File: src/rtl/status_event_reporter.sv
// status_event_reporter
// Watches the upstream status vector, turns each newly-set bit into a 1-based
// index event on a valid/ready stream, buffers events that cannot be issued yet
// in a pending-bit vector, and counts events that collapse into an existing
// pending entry in a saturating merge counter.
//
// Optional feature: define STATUS_EVENT_FALL_EN to also report falling edges
// (adds evt_fall_o and a separate fall-pending vector).
//
// Ports:
//   clk_i            clock, rising edge
//   rst_i            asynchronous active-high reset
//   status_i         monitored status vector, sampled every cycle
//   evt_val_o        event valid
//   evt_ready_i      consumer ready; handshake when high with evt_val_o
//   evt_idx_o        1-based index of the reported bit
//   evt_fall_o       (STATUS_EVENT_FALL_EN only) 1 for a falling-edge event
//   pending_o        rise events detected but not yet in the output stage
//   merge_cnt_o      saturating count of merged events
//   merge_cnt_clr_i  synchronous clear of merge_cnt_o
module status_event_reporter #(
  parameter int unsigned STATUS_W = 18,
  parameter int unsigned IDX_W    = 6,
  parameter int unsigned CNT_W    = 8
) (
  input  logic                clk_i,
  input  logic                rst_i,
  input  logic [STATUS_W-1:0] status_i,
  output logic                evt_val_o,
  input  logic                evt_ready_i,
  output logic [IDX_W-1:0]    evt_idx_o,
`ifdef STATUS_EVENT_FALL_EN
  output logic                evt_fall_o,
`endif
  output logic [STATUS_W-1:0] pending_o,
  output logic [CNT_W-1:0]    merge_cnt_o,
  input  logic                merge_cnt_clr_i
);

  // Popcount of up to two STATUS_W vectors needs one bit more than IDX_W.
  localparam int unsigned POP_W = IDX_W + 1;
  localparam int unsigned SUM_W = ((CNT_W > POP_W) ? CNT_W : POP_W) + 1;
  localparam logic [CNT_W-1:0] CNT_MAX = '1;

  // Every bit must map onto a non-zero index code.
  if (STATUS_W > (2 ** IDX_W) - 1) begin : g_idx_w_check
    $error("status_event_reporter: STATUS_W does not fit the 1-based IDX_W code space");
  end

  // Index of the lowest set bit (0 when the vector is empty).
  function automatic logic [IDX_W-1:0] first_set(input logic [STATUS_W-1:0] v);
    logic [IDX_W-1:0] idx;
    idx = '0;
    for (int i = int'(STATUS_W) - 1; i >= 0; i--) begin
      if (v[i]) idx = IDX_W'(i);
    end
    return idx;
  endfunction

  function automatic logic [POP_W-1:0] popcount(input logic [STATUS_W-1:0] v);
    logic [POP_W-1:0] n;
    n = '0;
    for (int i = 0; i < int'(STATUS_W); i++) begin
      n = n + POP_W'(v[i]);
    end
    return n;
  endfunction

  logic [STATUS_W-1:0] status_q;
  logic [STATUS_W-1:0] rise_c;
  logic [STATUS_W-1:0] rise_load_c;
  logic [STATUS_W-1:0] rise_merge_c;
  logic [STATUS_W-1:0] pending_next_c;
  logic [IDX_W-1:0]    rise_idx_c;
  logic                rise_any_c;
  logic                load_c;
  logic                sel_fall_c;
  logic [IDX_W-1:0]    sel_idx_c;
  logic [POP_W-1:0]    merge_pop_c;
  logic [SUM_W-1:0]    cnt_sum_c;
  logic [CNT_W-1:0]    cnt_next_c;

`ifdef STATUS_EVENT_FALL_EN
  logic [STATUS_W-1:0] fall_pend_q;
  logic [STATUS_W-1:0] fall_c;
  logic [STATUS_W-1:0] fall_load_c;
  logic [STATUS_W-1:0] fall_merge_c;
  logic [STATUS_W-1:0] fall_next_c;
  logic [IDX_W-1:0]    fall_idx_c;
  logic                fall_any_c;
`endif

  // Edge detection, arbitration and pending/merge bookkeeping.
  always_comb begin
    rise_c     = status_i & ~status_q;
    rise_any_c = |pending_o;
    rise_idx_c = first_set(pending_o);
`ifdef STATUS_EVENT_FALL_EN
    fall_c     = ~status_i & status_q;
    fall_any_c = |fall_pend_q;
    fall_idx_c = first_set(fall_pend_q);
    // Lower index wins; on a tie the rise goes first.
    sel_fall_c = fall_any_c && (!rise_any_c || (fall_idx_c < rise_idx_c));
    load_c     = (!evt_val_o || evt_ready_i) && (rise_any_c || fall_any_c);
`else
    sel_fall_c = 1'b0;
    load_c     = (!evt_val_o || evt_ready_i) && rise_any_c;
`endif
    sel_idx_c = rise_idx_c;
    rise_load_c = '0;
    if (load_c && !sel_fall_c) rise_load_c = STATUS_W'(1) << rise_idx_c;
    // A rise on a bit that stays pending collapses into the existing entry.
    rise_merge_c   = rise_c & pending_o & ~rise_load_c;
    pending_next_c = (pending_o & ~rise_load_c) | rise_c;
    merge_pop_c    = popcount(rise_merge_c);
`ifdef STATUS_EVENT_FALL_EN
    if (sel_fall_c) sel_idx_c = fall_idx_c;
    fall_load_c = '0;
    if (load_c && sel_fall_c) fall_load_c = STATUS_W'(1) << fall_idx_c;
    fall_merge_c = fall_c & fall_pend_q & ~fall_load_c;
    fall_next_c  = (fall_pend_q & ~fall_load_c) | fall_c;
    merge_pop_c  = merge_pop_c + popcount(fall_merge_c);
`endif
    // Clear takes effect before this cycle's increment.
    cnt_sum_c  = SUM_W'(merge_cnt_clr_i ? '0 : merge_cnt_o) + SUM_W'(merge_pop_c);
    cnt_next_c = (cnt_sum_c > SUM_W'(CNT_MAX)) ? CNT_MAX : CNT_W'(cnt_sum_c);
  end

  // State and registered output stage.
  always_ff @(posedge clk_i or posedge rst_i) begin
    if (rst_i) begin
      status_q    <= '0;
      pending_o   <= '0;
      evt_val_o   <= 1'b0;
      evt_idx_o   <= '0;
      merge_cnt_o <= '0;
`ifdef STATUS_EVENT_FALL_EN
      fall_pend_q <= '0;
      evt_fall_o  <= 1'b0;
`endif
    end else begin
      status_q    <= status_i;
      pending_o   <= pending_next_c;
      merge_cnt_o <= cnt_next_c;
`ifdef STATUS_EVENT_FALL_EN
      fall_pend_q <= fall_next_c;
`endif
      if (load_c) begin
        evt_val_o <= 1'b1;
        evt_idx_o <= sel_idx_c + IDX_W'(1);
`ifdef STATUS_EVENT_FALL_EN
        evt_fall_o <= sel_fall_c;
`endif
      end else if (evt_ready_i) begin
        evt_val_o <= 1'b0;
      end
    end
  end

endmodule
File: config.mk
export PLATFORM = sky130hd
export DESIGN_NAME = status_event_reporter
export DESIGN_NICKNAME = d
export VERILOG_FILES = /design/src/rtl/status_event_reporter.sv
export SDC_FILE = /design/constraint.sdc
export NUM_CORES = 1
export LEC_CHECK = 0
export CAP_MARGIN = 20
export CORE_MARGIN = 2
export CORE_UTILIZATION = 45
export DETAILED_ROUTE_END_ITERATION = 7
export PLACE_DENSITY = 0.72
export SLEW_MARGIN = 10
export SYNTH_ARGS = -nofsm -noshare
export SYNTH_HDL_FRONTEND = slang
export SYNTH_SLANG_ARGS = --single-unit
File: constraint.sdc
create_clock -name clk_i -period 9.1 [get_ports clk_i]
set_input_delay 2.73 -clock clk_i [delete_from_list [all_inputs] [get_ports clk_i]]
set_output_delay 2.73 -clock clk_i [all_outputs]
set_load 0.005 [all_outputs]
Word-level counts from Yosys, hierarchy flattened --
Cells that the tools add are included.
Operators by class: add/subtract/negate cells 19, multipliers 0, divide/modulo/power cells 0, order comparisons 1, equality and inequality tests 0, shift operators 1, muxes and demuxes 23, bitwise operators 7, reduce and logical (&&, ||, !) cells 5
Operators by type and width (count):
- $mux W6 | 16
- $add A7 B1 Y7 | 11
- $and A18 B18 Y18 | 4
- $not A18 Y18 | 2
- $mux W18 | 1
- $or A18 B18 Y18 | 1
- $reduce_or A18 Y1 | 1
- $shl A1 B6 Y18 const A | 1
- $mux W8 | 2
- $mux W5 | 2
- $add A8 B7 Y9 | 1
- $gt A9 B8 Y1 const B | 1
- $add A6 B1 Y7 | 1
- $add A5 B1 Y6 | 1
- $add A6 B1 Y6 const B | 1
- $add A4 B1 Y5 | 1
- $add A3 B1 Y4 | 1
- $add A2 B1 Y3 | 1
- $add A1 B1 Y2 | 1
- $mux W1 | 2
- $reduce_bool A2 Y1 | 1
- $logic_and A1 B1 Y1 | 1
- $logic_not A1 Y1 | 1
- $logic_or A1 B1 Y1 | 1
Word-level totals: register bits 51, bits in latches 0, bits in writable memories 0, memory bits (read-only) 0, input bits 22, memories kept 0

Depth between registers and ports, before layout --
word-level depth 42, gate-level depth with buffers 28

Least setup slack after synthesis --
OpenSTA, ideal clock, no wires.
kind input-to-reg, start input evt_ready_i, end register merge_cnt_o[2], setup time 83 ps, arrival 8316 ps, setup slack 701 ps, cell stages on the path 23, cells stage by stage nand2b_1 -> clkbuf_1 -> and3_1 -> nand2_1 -> o21ai_0 -> or3_1 -> fa_1 -> inv_1 -> fa_1 -> inv_1 -> fa_1 -> fa_1 -> inv_1 -> fa_1 -> fa_1 -> inv_1 -> fa_1 -> nor2b_1 -> o21ai_0 -> nor2b_1 -> o21ai_0 -> or3b_2 -> o21ai_0
Between the ends: word-level cells in the longest chain between the ends 25
Ends and longest elaborated chain:
- start: declaration | RTL line 30 | input logic evt_ready_i,
- $logic_or A1 B1 Y1 (*) | RTL line 107 | load_c = (!evt_val_o || evt_ready_i) && rise_any_c;
- $logic_and A1 B1 Y1 (*) | RTL line 107
- $mux W18 (*) | RTL line 111 | if (load_c && !sel_fall_c) rise_load_c = STATUS_W'(1) << rise_idx_c;
- $not A18 Y18 (*) | RTL line 113 | rise_merge_c = rise_c & pending_o & ~rise_load_c;
- $and A18 B18 Y18 (*) | RTL line 113
- $add A1 B1 Y2 | RTL line 64 | n = n + POP_W'(v[i]);
- $add A2 B1 Y3 | RTL line 64
- $add A3 B1 Y4 | RTL line 64
- $add A4 B1 Y5 | RTL line 64
- $add A5 B1 Y6 | RTL line 64
- $add A6 B1 Y7 | RTL line 64
- $add A7 B1 Y7 (10 in a row) | RTL line 64
- $add A7 B1 Y7 (*) | RTL line 64
- $add A8 B7 Y9 (*) | RTL line 125 | cnt_sum_c = SUM_W'(merge_cnt_clr_i ? '0 : merge_cnt_o) + SUM_W'(merge_pop_c);
- $gt A9 B8 Y1 | RTL line 126 | cnt_next_c = (cnt_sum_c > SUM_W'(CNT_MAX)) ? CNT_MAX : CNT_W'(cnt_sum_c);
- $mux W8 (*) | RTL line 126
- net cnt_next_c[2] | RTL line 81 | logic [CNT_W-1:0] cnt_next_c;
- end signal: assignment | RTL line 144 | merge_cnt_o <= cnt_next_c;
- end: declaration | RTL line 36 | output logic [CNT_W-1:0] merge_cnt_o,
Mark *: on every way through the listed nets, which the timed path passes. The rest lies on a longest branch. A chain may end at the register's enable or synchronous reset.

Worst setup path after layout --
Same ends and word-level chain as after synthesis.

==> flow_summary.ini <==
[global_routing]
grt_first_pass_wirelength_mm = 10.2
grt.total_usage_pct = 18.6
gr-total-overflow = 0
grt_pass1_vias = 2100
grt_max_degree = 52
antenna_found_initial = 0

[placement]
dp_hpwl_mm = 4.59
place.port_buffers = 54
place.gp.congestion = 0.854

[timing]
slew_viol_final = 0
fin_skew_ns = 0.00735
rsz0062_at_grt = no
finalCritPeriodShare_pct = 95.7
tightestPinTransition_ns = 0.798
fin_crit_ns = 8.71
hold_viol_final = 0
report.final.setup_viol = 0
finalSetupTns_ns = 0
fmax_mhz = 115
maxSlewHeadroom_pct = 45.4

[clock_tree]
cts.repair.resized = 0
ctsHoldBuffers = 0
cts_max_level = 2
cts_setup_buffers = 0
cts.sinks = 51
numCtsBuffers = 5
clk_pin_slew_worst_paths_ns = 0.09
cts_tree = yes
clock_path_buffers = 2
cts-root-buf = clkbuf_8
insertion_delay_ns = 0.31

[critical_path]
path_delay_family = adder cells
crit_required_ns = 9.33
critPathMaxStageDelay_ns = 0.56
path_buf_inv = 5
crit_path_end_kind = register
cpMostUsedCell = fa_1
cp_cell_sequence = clkdlybuf4s50_1 -> nand2b_1 -> and3_1 -> nand2_1 -> o21ai_0 -> or3_1 -> fa_1 -> inv_1 -> fa_1 -> inv_1 -> fa_1 -> fa_1 -> inv_1 -> fa_1 -> fa_1 -> inv_1 -> fa_1 -> nor2b_1 -> o21ai_0 -> nor2b_1 -> o21ai_0 -> or3b_2 -> o21ai_0
worstSetupStartpointType = input port
path_max_fanout = 8
slowest_stage = fa_1
critPathKind = in -> reg
cp.arrival_ns = 8.94

[detailed_routing]
antenna_left = 0
route.detailed.drc = 0
totalWireLength_mm = 5.90
wl_per_cell_um = 14.3
drt_iter0_markers = 78
via_per_inst = 5.10
dr.pass1.iters = 4
num_vias = 2110

[logic_synthesis]
syn_area_per_cell_um2 = 10.2
synth_seq_area_share_pct = 45.6
ys_async_sr_fraction_pct = 100
syn-num-nets = 329
synth-edff-count = 0
yosys_warnings = 0
ys_ff_latch = 51
syn_area_mm2 = 0.00280
syn-instance-count = 275
synth_cell_type_count = 37
synth_flop_cell = dfrtp_1

[status]
status = completed

[layout]
syn2layout_area_growth_pct = 27.0
insertedDiodeCount = 0
drive_gt1_share_pct = 5.90
fillers = 525
final_nets = 392

[floorplanning]
fp.dieH_um = 82.9
io_pins = 55
dieArea_mm2 = 0.00686
chipWidth_um = 82.9
rows = 28
core_mm2 = 0.00596
initial_utilization_pct = 47.0

[pwr]
finalPower_mw = 0.734
ir_drop_mv = 0.161
p_per_area_mw_per_mm2 = 207
leakagePower_nw = 1.69

[worst_hold_path]
hp-class = reg -> reg

[run]
cap_violations = 0
## cell families (layout without fill, tap and decap cells)
kind of cell             Yosys count  after routing  share of synthesized area (%)
AND/OR/NAND/NOR                  105            105                           19.1
adder cells (fa/ha/maj)           32             32                           17.8
XOR/XNOR                           4              4                           1.25
multiplexers                       3              3                           1.43
buffers and inverters             36            100                           4.87
AO/OA/AOI/OAI                     44             44                           9.93
flip-flops                        51             51                           45.6
## flip-flops by register name (all words and copies together), names as in the netlist
| name | flops |
|---|---|
| evt_idx_o | 6 |
| pending_o | 18 |
| merge_cnt_o | 8 |
| evt_val_o | 1 |
| status_q | 18 |
## final timing paths
path / from / endpoint / slack (ns) / cells after the start
max: evt_ready_i / merge_cnt_o[2] / 0.39 / 23
min: status_q[0] / pending_o[0] / 0.44 / 1
max reg2reg: pending_o[7] / merge_cnt_o[2] / 1.71 / 28
min reg2reg: status_q[0] / pending_o[0] / 0.44 / 1
max in group asynchronous: rst_i / evt_idx_o[1] / 5.87 / 3
min in group asynchronous: rst_i / status_q[12] / 2.72 / 2
## metrics by stage
stage          setup WS, ns  util, %  instances  area, um2  hold slack, ns
2_1_floorplan         0.701        -        275       2800           0.418
3_3_place_gp          0.279     57.8        405       3440           0.427
3_5_place_dp          0.115     57.8        405       3440           0.434
4_1_cts               0.388     59.3        413       3530           0.449
5_1_grt              0.0627     59.6        414       3550           0.470
6_report              0.395     59.6        414       3550           0.443
## metal layers
layer	track usage, %	share of wire, %
met4	6.41	1.5
met1	25.0	46
met5	0	0
met3	4.77	5.7
met2	29.4	47
## worst register-to-register path, delay by kind of cell, from the launching register on
family	cells	cell delay (ns)
compound gates	7	1.26
fa+ha+maj	9	3.69
buf+inv	5	0.34
flops	1	0.47
simple gates	7	1.55
## cell usage in the layout (no fill, tap or decap), types with 2 or more instances in the layout
cell / instances
clkdlybuf4s50_1: 54
dfrtp_1: 51
nand2_1: 41
inv_1: 33
o21ai_0: 26
ha_1: 19
nor2_1: 14
or3_1: 13
fa_1: 13
nand2b_1: 11
nor2b_1: 9
a21oi_1: 6
nor3_1: 5
clkbuf_8: 5
nor4_1: 3
and2_1: 3
o21bai_1: 2
xor2_1: 2
xnor2_1: 2
mux2_4: 2
buf_4: 2
## Yosys cell counts (2+ instances only)
master	count	area share, %
or3_1	13	2.9
dfrtp_1	51	46
inv_1	34	4.6
and2_1	3	0.67
xnor2_1	2	0.63
nor3_1	5	0.89
nor2b_1	9	2.0
xor2_1	2	0.63
a21oi_1	6	1.1
fa_1	13	9.3
nand2b_1	11	2.5
o21ai_0	26	4.7
nand2_1	41	5.5
mux2_4	2	1.1
nor2_1	14	1.9
nor4_1	3	0.67
o21bai_1	2	0.54
ha_1	19	8.5
## power by group
| group | total, mW | switching [mW] | internal [mW] |
|---|---|---|---|
| combinational | 0.325 | 0.160 | 0.166 |
| sequential | 0.275 | 0.0188 | 0.256 |
| clock | 0.133 | 0.0779 | 0.0554 |
## cell type report
class,count,area (um2),share of cell area [%]
Tap cell,75,93.8,2.64
Multi-Input combinational cell,188,1390,39.0
Sequential cell,51,1280,35.9
Clock buffer,6,72.6,2.04
Timing Repair Buffer,57,576,16.2
Inverter,35,133,3.73
Clock inverter,2,16.3,0.458
(Power assumes the default switching activity.)
